[config.mk]
export PLATFORM = sky130hd
export DESIGN_NAME = if_fetch_stage
export DESIGN_NICKNAME = d
export VERILOG_FILES = /design/src/rtl/if_fetch_stage.sv
export SDC_FILE = /design/constraint.sdc
export NUM_CORES = 1
export LEC_CHECK = 0
export ABC_AREA = 0
export CORE_MARGIN = 4
export CORE_UTILIZATION = 40
export DETAILED_ROUTE_END_ITERATION = 7
export PLACE_DENSITY = 0.74
export SYNTH_ARGS = -nofsm -noshare
export SYNTH_HDL_FRONTEND = slang
export SYNTH_SLANG_ARGS = --single-unit
[constraint.sdc]
create_clock -name clock -period 2.2 [get_ports clock]
set_clock_uncertainty 0.15 [all_clocks]
set_input_delay 0.44 -clock clock [delete_from_list [all_inputs] [get_ports clock]]
set_output_delay 0.44 -clock clock [all_outputs]
set_load 0.02 [all_outputs]
[src/rtl/if_fetch_stage.sv]
// Instruction-fetch stage: owns the PC, drives instruction memory and
// loads the IF/ID register; handles stalls, EX redirects and EBREAK halt.
module if_fetch_stage #(
    parameter int unsigned     XLEN        = 32,
    parameter logic [XLEN-1:0] RESET_PC    = '0,
    parameter logic [31:0]     NOP_INSN    = 32'h0000_0013,
    parameter logic [31:0]     EBREAK_INSN = 32'h0010_0073,
    parameter int unsigned     CNT_W       = 16
) (
    input  logic             clock,
    input  logic             reset,
    input  logic             stall,
    input  logic             redirect_valid,
    input  logic [XLEN-1:0]  redirect_target,
    output logic [XLEN-1:0]  imem_addr,
    input  logic [31:0]      imem_rdata,
    output logic             if_id_valid,
    output logic [XLEN-1:0]  if_id_pc,
    output logic [31:0]      if_id_instruction,
    output logic             halted,
    output logic [CNT_W-1:0] squash_count
);

    typedef enum logic {
        ST_RUN,
        ST_HALTED
    } state_t;

    typedef struct packed {
        logic            valid;
        logic [XLEN-1:0] pc;
        logic [31:0]     insn;
    } if_id_t;

    localparam if_id_t BUBBLE = '{
        valid: 1'b0,
        pc:    '0,
        insn:  NOP_INSN
    };

    state_t           state_q;
    logic [XLEN-1:0]  pc_q;
    if_id_t           if_id_q;
    logic [CNT_W-1:0] squash_q;

    logic [XLEN-1:0]  pc_seq;
    logic [XLEN-1:0]  redir_pc;
    logic [CNT_W:0]   squash_inc;
    logic [CNT_W:0]   squash_sum;
    logic [CNT_W-1:0] squash_sat;
    logic             is_ebreak;

    // Next-PC candidates and the saturating squash increment.
    always_comb begin
        pc_seq     = pc_q + XLEN'(4);
        redir_pc   = {redirect_target[XLEN-1:2], 2'b00};
        squash_inc = if_id_q.valid ? (CNT_W+1)'(2) : (CNT_W+1)'(1);
        squash_sum = {1'b0, squash_q} + squash_inc;
        squash_sat = squash_sum[CNT_W] ? '1 : squash_sum[CNT_W-1:0];
        is_ebreak  = (imem_rdata == EBREAK_INSN);
    end

    // Fetch FSM: reset > redirect > stall > halted > normal fetch.
    always_ff @(posedge clock) begin
        if (reset) begin
            state_q  <= ST_RUN;
            pc_q     <= RESET_PC;
            if_id_q  <= BUBBLE;
            squash_q <= '0;
        end else if (redirect_valid) begin
            state_q  <= ST_RUN;
            pc_q     <= redir_pc;
            if_id_q  <= BUBBLE;
            squash_q <= squash_sat;
        end else if (!stall) begin
            unique case (state_q)
                ST_HALTED: begin
                    if_id_q <= BUBBLE;
                end
                default: begin
                    pc_q          <= pc_seq;
                    if_id_q.valid <= 1'b1;
                    if_id_q.pc    <= pc_q;
                    if_id_q.insn  <= imem_rdata;
                    if (is_ebreak) begin
                        state_q <= ST_HALTED;
                    end
                end
            endcase
        end
    end

    // Outputs come straight from the registers.
    always_comb begin
        imem_addr         = pc_q;
        if_id_valid       = if_id_q.valid;
        if_id_pc          = if_id_q.pc;
        if_id_instruction = if_id_q.insn;
        halted            = (state_q == ST_HALTED);
        squash_count      = squash_q;
    end

endmodule
=== Yosys cells after proc, flatten, opt, wreduce, memory -nomap -nowiden ===
Cells that the tools add are included.
Widths: inputs -> output; s select.

* Output and inout bits: 114
* Register bits after elaboration: 114
* Word-level logic and storage cells: 25
* Input port bits: 68

* Multiplexer cells: 8
* Reduce and logical (&&, ||, !) cells: 3
* Add/sub/neg operators: 2
* Equal/unequal tests: 3
* Bitwise logic cells: 2

{| class="wikitable"
|+ Operators with widths
! kind !! number
|-
| $mux 32 || 3
|-
| $mux 65 || 1
|-
| $add 32x3->32 const B || 1
|-
| $eq 32x21->1 const B || 1
|-
| $add 16x2->17 || 1
|-
| $mux 16 || 1
|-
| $reduce_and 2->1 || 2
|-
| $mux 1 || 2
|-
| $mux 2 || 1
|-
| $ne 2x1->1 const B || 1
|-
| $ne 2x2->1 const B || 1
|-
| $not 1->1 || 2
|-
| $reduce_or 2->1 || 1
|}

=== Longest topological paths before layout ===
Gate-level depths: netlist of run 1.

* Depth in word-level cells: 4
* Depth in mapped cells: 9
* Gate-level depth less buffers: 8

=== Least setup slack after synthesis of run 1 ===
OpenSTA, ideal clock, no wires.

* Kind: flip-flop to flip-flop
* From: reg pc_q[2], in the netlist imem_addr[2]
* To: reg pc_q[16], in the netlist imem_addr[16]
* Period minus slack after synthesis: 2.460 ns
* Stages on the path, launching flop included: 6
* Slack: -0.260 ns
* Buffers on the path: 0
* Required time: 1.976 ns
* Arrival: 2.235 ns
* Library setup time: 0.074 ns
* Path through: dfxtp_1 ha_1 nor3b_1 nand2_1 or4b_2 a31oi_1

* Cells in the longest elaborated chain, start to end: 4

{| class="wikitable"
|+ Ends and longest elaborated chain
! what !! RTL line !! RTL
|-
| from (decl) || 42 || <nowiki>logic [XLEN-1:0] pc_q;</nowiki>
|-
| from (signal assigned) || 72 || <nowiki>pc_q <= redir_pc;</nowiki>
|-
| from (signal assigned) || 81 || <nowiki>pc_q <= pc_seq;</nowiki>
|-
| $add 32x3->32 || 55 || <nowiki>pc_seq = pc_q + XLEN'(4);</nowiki>
|-
| $mux 32 || 76 || <nowiki>unique case (state_q)</nowiki>
|-
| $mux 32 || 75 || <nowiki>end else if (!stall) begin</nowiki>
|-
| $mux 32 || 70 || <nowiki>end else if (redirect_valid) begin</nowiki>
|}

No other way between the ends. The select of a mux whose other input is x is not followed.
A chain may end at the register's enable or synchronous reset.

=== Worst setup path in the final report of run 1 ===
* From: reg pc_q[8], in the netlist imem_addr[8]
* To: reg pc_q[25], in the netlist imem_addr[25]

Same word-level chain as after synthesis.

==> summary.md, run 1 <==
| Metric | Value |
|---|---|
| Detailed router's first-iteration violation count | 384 |
| Antenna viol nets, final | 0 |
| Most used DFF post-synth | dfxtp_1 |
| Clock latency on the worst-skew pair | 340 ps |
| CTS buffer count | 9 |
| Final nets | 831 |
| Min Tclk post-route | 2152 ps |
| Post-DP HPWL | 11850 µm |
| H-tree depth | 3 |
| Synth cell types | 49 |
| Critical Path RT | 2280 ps |
| DR vias | 5094 |
| Synth cell count leaders | dfxtp_1 (110), nor2_1 (93), a22oi_1 (58) |
| Largest net degree at the start of global routing | 62 |
| Core area | 11610 µm² |
| Worst VDD drop | 0.3120 mV |
| Antenna violations before repair | 0 |
| Initial Utilization | 41.54% |
| Nature of the critical path startpoint | flop |
| Yosys reg bits | 110 |
| Sequential share of the synthesized area | 45.64% |
| Critical path depth | 4 |
| CP bufs+invs | 0 |
| Die Width | 117.8 µm |
| IO Pins | 182 |
| Final WL | 15870 µm |
| Post-synth EDFFs | 0 |
| Post-synth top area share | 45.64% |
| Mean Syn Cell Area | 8.631 µm² |
| Synth-to-layout area growth | 54.05% |
| Crit path cell chain | nand3_2, or4_4, or4_1, a311oi_1 |
| Residual DRC | 0 |
| Fin Hold WS | 325.6 ps |
| Non-filler cells, final | 906 |
| CP Max Fanout | 6 |
| Largest cells by area after synthesis | dfxtp_1 (46%), a22oi_1 (9.0%), nor2_1 (7.2%) |
| Fmax | 464.6 MHz |
| First-pass GRT wire length | 26020 µm |
| GRT Overall Usage | 22.57% |
| Lkg Pwr | 0.002660 µW |
| Worst Reg-to-Reg Cells | 4 |
| Power Dens Cells | 582.8 nW/µm² |
| Max Slew Vio Count | 0 |
| Setup crit end kind | flop |
| Final setup vio count | 0 |
| DR WL/cell | 17.51 µm |
| Synth warn | 0 |
| Grt ovf | 0 |
| Placed cells | 887 |
| Clk sink count | 110 |
| Routed vias/inst | 5.623 |
| Slowest cell on the critical path | or4_4 |
| Share of layout cells above drive strength 1 | 15.07% |
| Routability cong. | 0.7987 |
| Post-Synthesis Cells | 559 |
| Clock transition at the registers of the reported paths | 70 ps |
| Hold Path Class | reg2reg |
| Vias in the first global route | 5167 |
| Final Cycle Share | 97.83% |
| ANT cells | 0 |
| Synthesized area | 4825 µm² |
| Post-synth ARST share | 0% |
| TritonRoute pass-1 iters | 5 |
| Die height | 117.8 µm |
| WS Path Type | reg2reg |
| Worst path arrival time | 2240 ps |
| Clock Tree Root | clkbuf_16 |
| Final number of hold-violating endpoints | 0 |
| Yosys top cell by area | dfxtp_1 |
| Min-Delay Path Depth | 2 |
| CTS max path bufs | 2 |
| CTS tree | built |
| Most frequent cell after synthesis | dfxtp_1 |
| Largest stage delay, worst path | 580 ps |
| I/O Buffers | 175 |
| Cell family with most CP delay | simple AND/OR/NAND/NOR gates |
| RSZ-0062 raised after global routing | yes |
| Status | finished clean |
| Die ar. | 13880 µm² |
| # rows | 39 |
| Max_cap viols | 0 |
-- metal layers --
layer	GRT usage, %	share of wire [%]	vias to the layer above
li1	-	-	2463
met1	28.44	44	2431
met2	38.02	48	174
met3	4.469	5.5	26
met4	8.791	2.5	0
met5	0	0	-
-- through the flow --
stage          setup slack [ps]  setup TNS [ps]  util, %  total power, µW  cell area [µm²]
3_3_place_gp             -113.9          -278.6    60.56             2903             7033
4_1_cts                   5.117               0    63.31             4351             7352
2_1_floorplan             9.671               0        -             2510             4862
3_5_place_dp             -228.6          -841.9    60.56             2919             7033
6_report                  47.82               0    63.99             4332             7432
5_1_grt                  -40.53          -141.5    63.99             4513             7432
-- power by group --
group | total, µW | internal, µW | leakage [µW] | switching (µW)
registers | 2130 | 2070 | 0.000903 | 65.6
clock network | 1440 | 760 | 0.000123 | 676
logic | 761 | 382 | 0.00163 | 379
-- registers in the layout (all words and copies together) (netlist names) --
signal / cells
imem_addr: 30
if_id_pc: 30
squash_count: 16
if_id_valid: 1
if_id_instruction: 32
halted: 1
-- cell usage in the layout, fill, tap and decap left out, types with 3 or more instances in the layout --
master           instances
xnor2_1                 11
nand3_1                 13
clkbuf_16                9
a211oi_1                12
nor2_1                  92
and3_1                   9
nand4_1                 14
nor4_1                  10
buf_6                    3
a21oi_2                  8
dfxtp_2                 13
clkbuf_1                 4
o21ai_0                  7
or4_1                   10
a22oi_1                 58
o22ai_1                  3
a21oi_1                  6
a311oi_1                16
dfxtp_1                 96
and4_1                   9
a31oi_1                  5
xor2_1                   8
and2_1                   3
o31ai_1                  9
nor3_1                  10
or3_1                    6
inv_1                    8
nand2_1                 33
buf_4                   55
clkdlybuf4s50_1        172
conb_1                   4
-- tightest hold or removal path, delay by kind of cell, from the launching register on --
kind | cells | cell delay (ps)
AO/OA/AOI/OAI | 1 | 50
flip-flops | 1 | 320
AND/OR/NAND/NOR | 1 | 60
-- timing repair --
action,4_1_cts,5_1_grt
setup buffers,1,2
gates resized for setup,15,20
gates cloned,1,0
setup endpoints to repair,14,23
hold buffers,0,0
pin swaps,4,3
-- worst paths after layout --
kind | from | end | slack [ps]
min reg2reg | if_id_pc[14]$_SDFFE_PP0N_ | if_id_pc[14]$_SDFFE_PP0N_ | 330
max reg2reg | imem_addr[8]$_SDFFE_PP0P_ | imem_addr[25]$_SDFFE_PP0P_ | 50
min | if_id_pc[14]$_SDFFE_PP0N_ | if_id_pc[14]$_SDFFE_PP0N_ | 330
max | imem_addr[8]$_SDFFE_PP0P_ | imem_addr[25]$_SDFFE_PP0P_ | 50
-- kinds of logic (layout without fill, tap and decap cells) --
group	Yosys count	count (layout)	synth area share, %
AO/OA/AOI/OAI	132	132	19.94
XOR/XNOR	19	19	3.449
adder cells (fa/ha/maj)	4	4	1.193
buffers and inverters	59	260	4.927
flip-flops	110	110	45.64
multiplexers	2	2	0.4150
other	1	4	0.07773
AND/OR/NAND/NOR	232	232	24.35
-- area by class of cell --
| cell class | instances | area, µm² |
|---|---|---|
| clock buffers | 13 | 240.2 |
| multi-input cells | 393 | 2510 |
| repair buffers | 235 | 2231 |
| fillers | 1000 | 4182 |
| flip-flops and latches | 110 | 2222 |
| inverters | 10 | 40.04 |
| clock inverters | 2 | 10.01 |
| well taps | 143 | 178.9 |
(Power assumes the default switching activity.)
==> run 2, diff against run 1 <==
--- a/config.mk
+++ b/config.mk
@@ -9,6 +9,7 @@
 export CORE_MARGIN = 4
 export CORE_UTILIZATION = 40
 export DETAILED_ROUTE_END_ITERATION = 7
+export GPL_ROUTABILITY_DRIVEN = 0
 export PLACE_DENSITY = 0.74
 export SYNTH_ARGS = -nofsm -noshare
 export SYNTH_HDL_FRONTEND = slang
==> results of run 2 <==
Final layout, timing and power as in run 1 (identical DEF).
==> run 3, diff against run 2 <==
--- a/config.mk
+++ b/config.mk
@@ -6,11 +6,13 @@
 export NUM_CORES = 1
 export LEC_CHECK = 0
 export ABC_AREA = 0
+export CELL_PAD_IN_SITES_DETAIL_PLACEMENT = 0
+export CELL_PAD_IN_SITES_GLOBAL_PLACEMENT = 2
 export CORE_MARGIN = 4
-export CORE_UTILIZATION = 40
+export CORE_UTILIZATION = 22
 export DETAILED_ROUTE_END_ITERATION = 7
 export GPL_ROUTABILITY_DRIVEN = 0
-export PLACE_DENSITY = 0.74
+export PLACE_DENSITY = 0.72
 export SYNTH_ARGS = -nofsm -noshare
 export SYNTH_HDL_FRONTEND = slang
 export SYNTH_SLANG_ARGS = --single-unit
==> run 3 against run 2 <==
  * Wire length increased by 16%
  * Sequential cell count unchanged
  * Count of clock-buffer cells in the layout decreased by 3
  * Critical endpoint is now squash_count[14]$_SDFFE_PP0P_
==> summary.md, run 3 (same netlist as run 1, synthesis figures left out) <==
| Metric | Value |
|---|---|
| Status | finished clean |
| Die height | 156.1 µm |
| Fin Hold WS | 320.9 ps |
| Setup crit end kind | flop |
| # rows | 53 |
| I/O Buffers | 175 |
| Hold Path Class | reg2reg |
| Die ar. | 24360 µm² |
| Fin worst setup slack | 15.16 ps |
| Routed vias/inst | 4.862 |
| CTS tree | built |
| DR vias | 5086 |
| Final WL | 18410 µm |
| Antenna violations before repair | 0 |
| CTS max path bufs | 2 |
| Critical Path RT | 2320 ps |
| Nature of the critical path startpoint | flop |
| First-pass GRT wire length | 28060 µm |
| Area occupied by registers | 2227 µm² |
| Grt ovf | 0 |
| Reg2Reg Launch Point | if_id_valid$_SDFFE_PP0N_ |
| Critical path origin | if_id_valid$_SDFFE_PP0N_ |
| Clk sink count | 110 |
| Share of layout cells above drive strength 1 | 17.90% |
| Most frequent cells in the layout | clkdlybuf4s50_1 (172), dfxtp_1 (94), nor2_1 (92) |
| Worst VDD drop | 0.3709 mV |
| Fillcell total | 2170 |
| Power Dens Cells | 598.8 nW/µm² |
| Max_cap viols | 0 |
| Synth-to-layout area growth | 61.07% |
| Max FFs per register | 32 |
| DR WL/cell | 17.60 µm |
| RSZ-0062 raised after global routing | yes |
| Residual DRC | 0 |
| Final nets | 838 |
| Max Slew Vio Count | 0 |
| Worst Reg-to-Reg Cells | 9 |
| Die Width | 156.1 µm |
| Total power | 4653 µW |
| IO Pins | 182 |
| Clock latency on the worst-skew pair | 360 ps |
| WS Path Type | reg2reg |
| Dpl cell area | 7263 µm² |
| Fmax | 457.7 MHz |
| R2R Setup Slk | 20 ps |
| Final instance area | 7771 µm² |
| Antenna viol nets, final | 0 |
| Worst reg2reg path endpoint | squash_count[14]$_SDFFE_PP0P_ |
| H-tree depth | 3 |
| Largest net degree at the start of global routing | 62 |
| Area taken by multi-input logic gates | 2561 µm² |
| ANT cells | 0 |
| Final Cycle Share | 99.31% |
| Worst setup endpoint | squash_count[14]$_SDFFE_PP0P_ |
| Detailed router's first-iteration violation count | 263 |
| Post-DP HPWL | 13440 µm |
| Clock transition at the registers of the reported paths | 70 ps |
| Core area | 21290 µm² |
| Vias in the first global route | 5006 |
| GRT Overall Usage | 14.51% |
| Non-filler cells, final | 1046 |
| Final number of hold-violating endpoints | 0 |
| CTS buffer count | 9 |
| Lkg Pwr | 0.002700 µW |
| Most common cell after layout, fill and taps aside | clkdlybuf4s50_1 |
| Initial Utilization | 22.67% |
| Clock Tree Root | clkbuf_16 |
| Final setup vio count | 0 |
| Number of hold buffers added after CTS | 0 |
| Placed cells | 1026 |
| TritonRoute pass-1 iters | 7 |
| Worst path arrival time | 2300 ps |
| CP Max Fanout | 4 |
| DP Worst Slack | -209.8 ps |
| Min Tclk post-route | 2185 ps |
## run 3: changes by cell type in the layout (fill, tap and decap cells not counted), moves of 2 or more
cell	delta
a311oi_1	-2
a311oi_2	+2
clkinv_4	+3
clkbuf_1	-4
buf_4	+6
dfxtp_1	-2
## run 3: final cells by class
class / count / share of cell area, %
clock buffer: 10 / 3.075
clock inverter: 6 / 0.9016
inverter: 10 / 0.4830
multi-input combinational: 393 / 32.96
sequential: 110 / 28.66
tap: 275 / 4.428
timing repair buffer: 242 / 29.50
## run 3: power breakdown
part	leakage, µW	internal, µW	switching (µW)	total [µW]
registers	0.000904	2070	66.1	2130
clock network	0.000153	925	810	1730
logic	0.00164	391	395	786
## run 3: how the worst min path moves through the flow
stage / start / cells after the start / to / slack, ps
2_1_floorplan: imem_addr[3]$_SDFFE_PP0P_ / 2 / imem_addr[3]$_SDFFE_PP0P_ / 390
3_3_place_gp: if_id_pc[14]$_SDFFE_PP0N_ / 2 / if_id_pc[14]$_SDFFE_PP0N_ / 310
3_5_place_dp: if_id_pc[14]$_SDFFE_PP0N_ / 2 / if_id_pc[14]$_SDFFE_PP0N_ / 310
4_1_cts: if_id_pc[14]$_SDFFE_PP0N_ / 2 / if_id_pc[14]$_SDFFE_PP0N_ / 320
5_1_grt: if_id_pc[14]$_SDFFE_PP0N_ / 2 / if_id_pc[14]$_SDFFE_PP0N_ / 350
6_report: if_id_pc[14]$_SDFFE_PP0N_ / 2 / if_id_pc[14]$_SDFFE_PP0N_ / 320
## run 3: metal layers
layer	vias to the layer above	wire, µm	global-route usage (%)	part of all wire [%]
met4	0	268	5.124	1.5
met2	149	8814	23.90	48
met3	15	1048	2.996	5.7
met1	2446	8282	18.89	45
li1	2476	-	-	-
met5	-	0	0	0
## run 3: metrics by stage
step | setup TNS (ps) | utilization, %
floorplan | 0 | -
global placement | -380.8 | 34.12
detailed placement | -692.4 | 34.12
CTS | 0 | 35.83
global route | -399.0 | 36.51
finish | 0 | 36.51
## run 3: timing repair
item                       in CTS  in global routing
gates resized for setup        16                 30
cloned                          0                  1
setup endpoints to repair       8                 24
pin swaps                       5                  7
setup buffers                   2                  1
## run 3: worst max-delay path, cell delays in order, from the launching register on
cell and delay (ps):
dfxtp_2 330, inv_2 80, ha_4 140, inv_2 30, fa_2 330, nand4b_1 270
nor3_2 210, buf_4 180, a41oi_2 120, a311oi_2 260
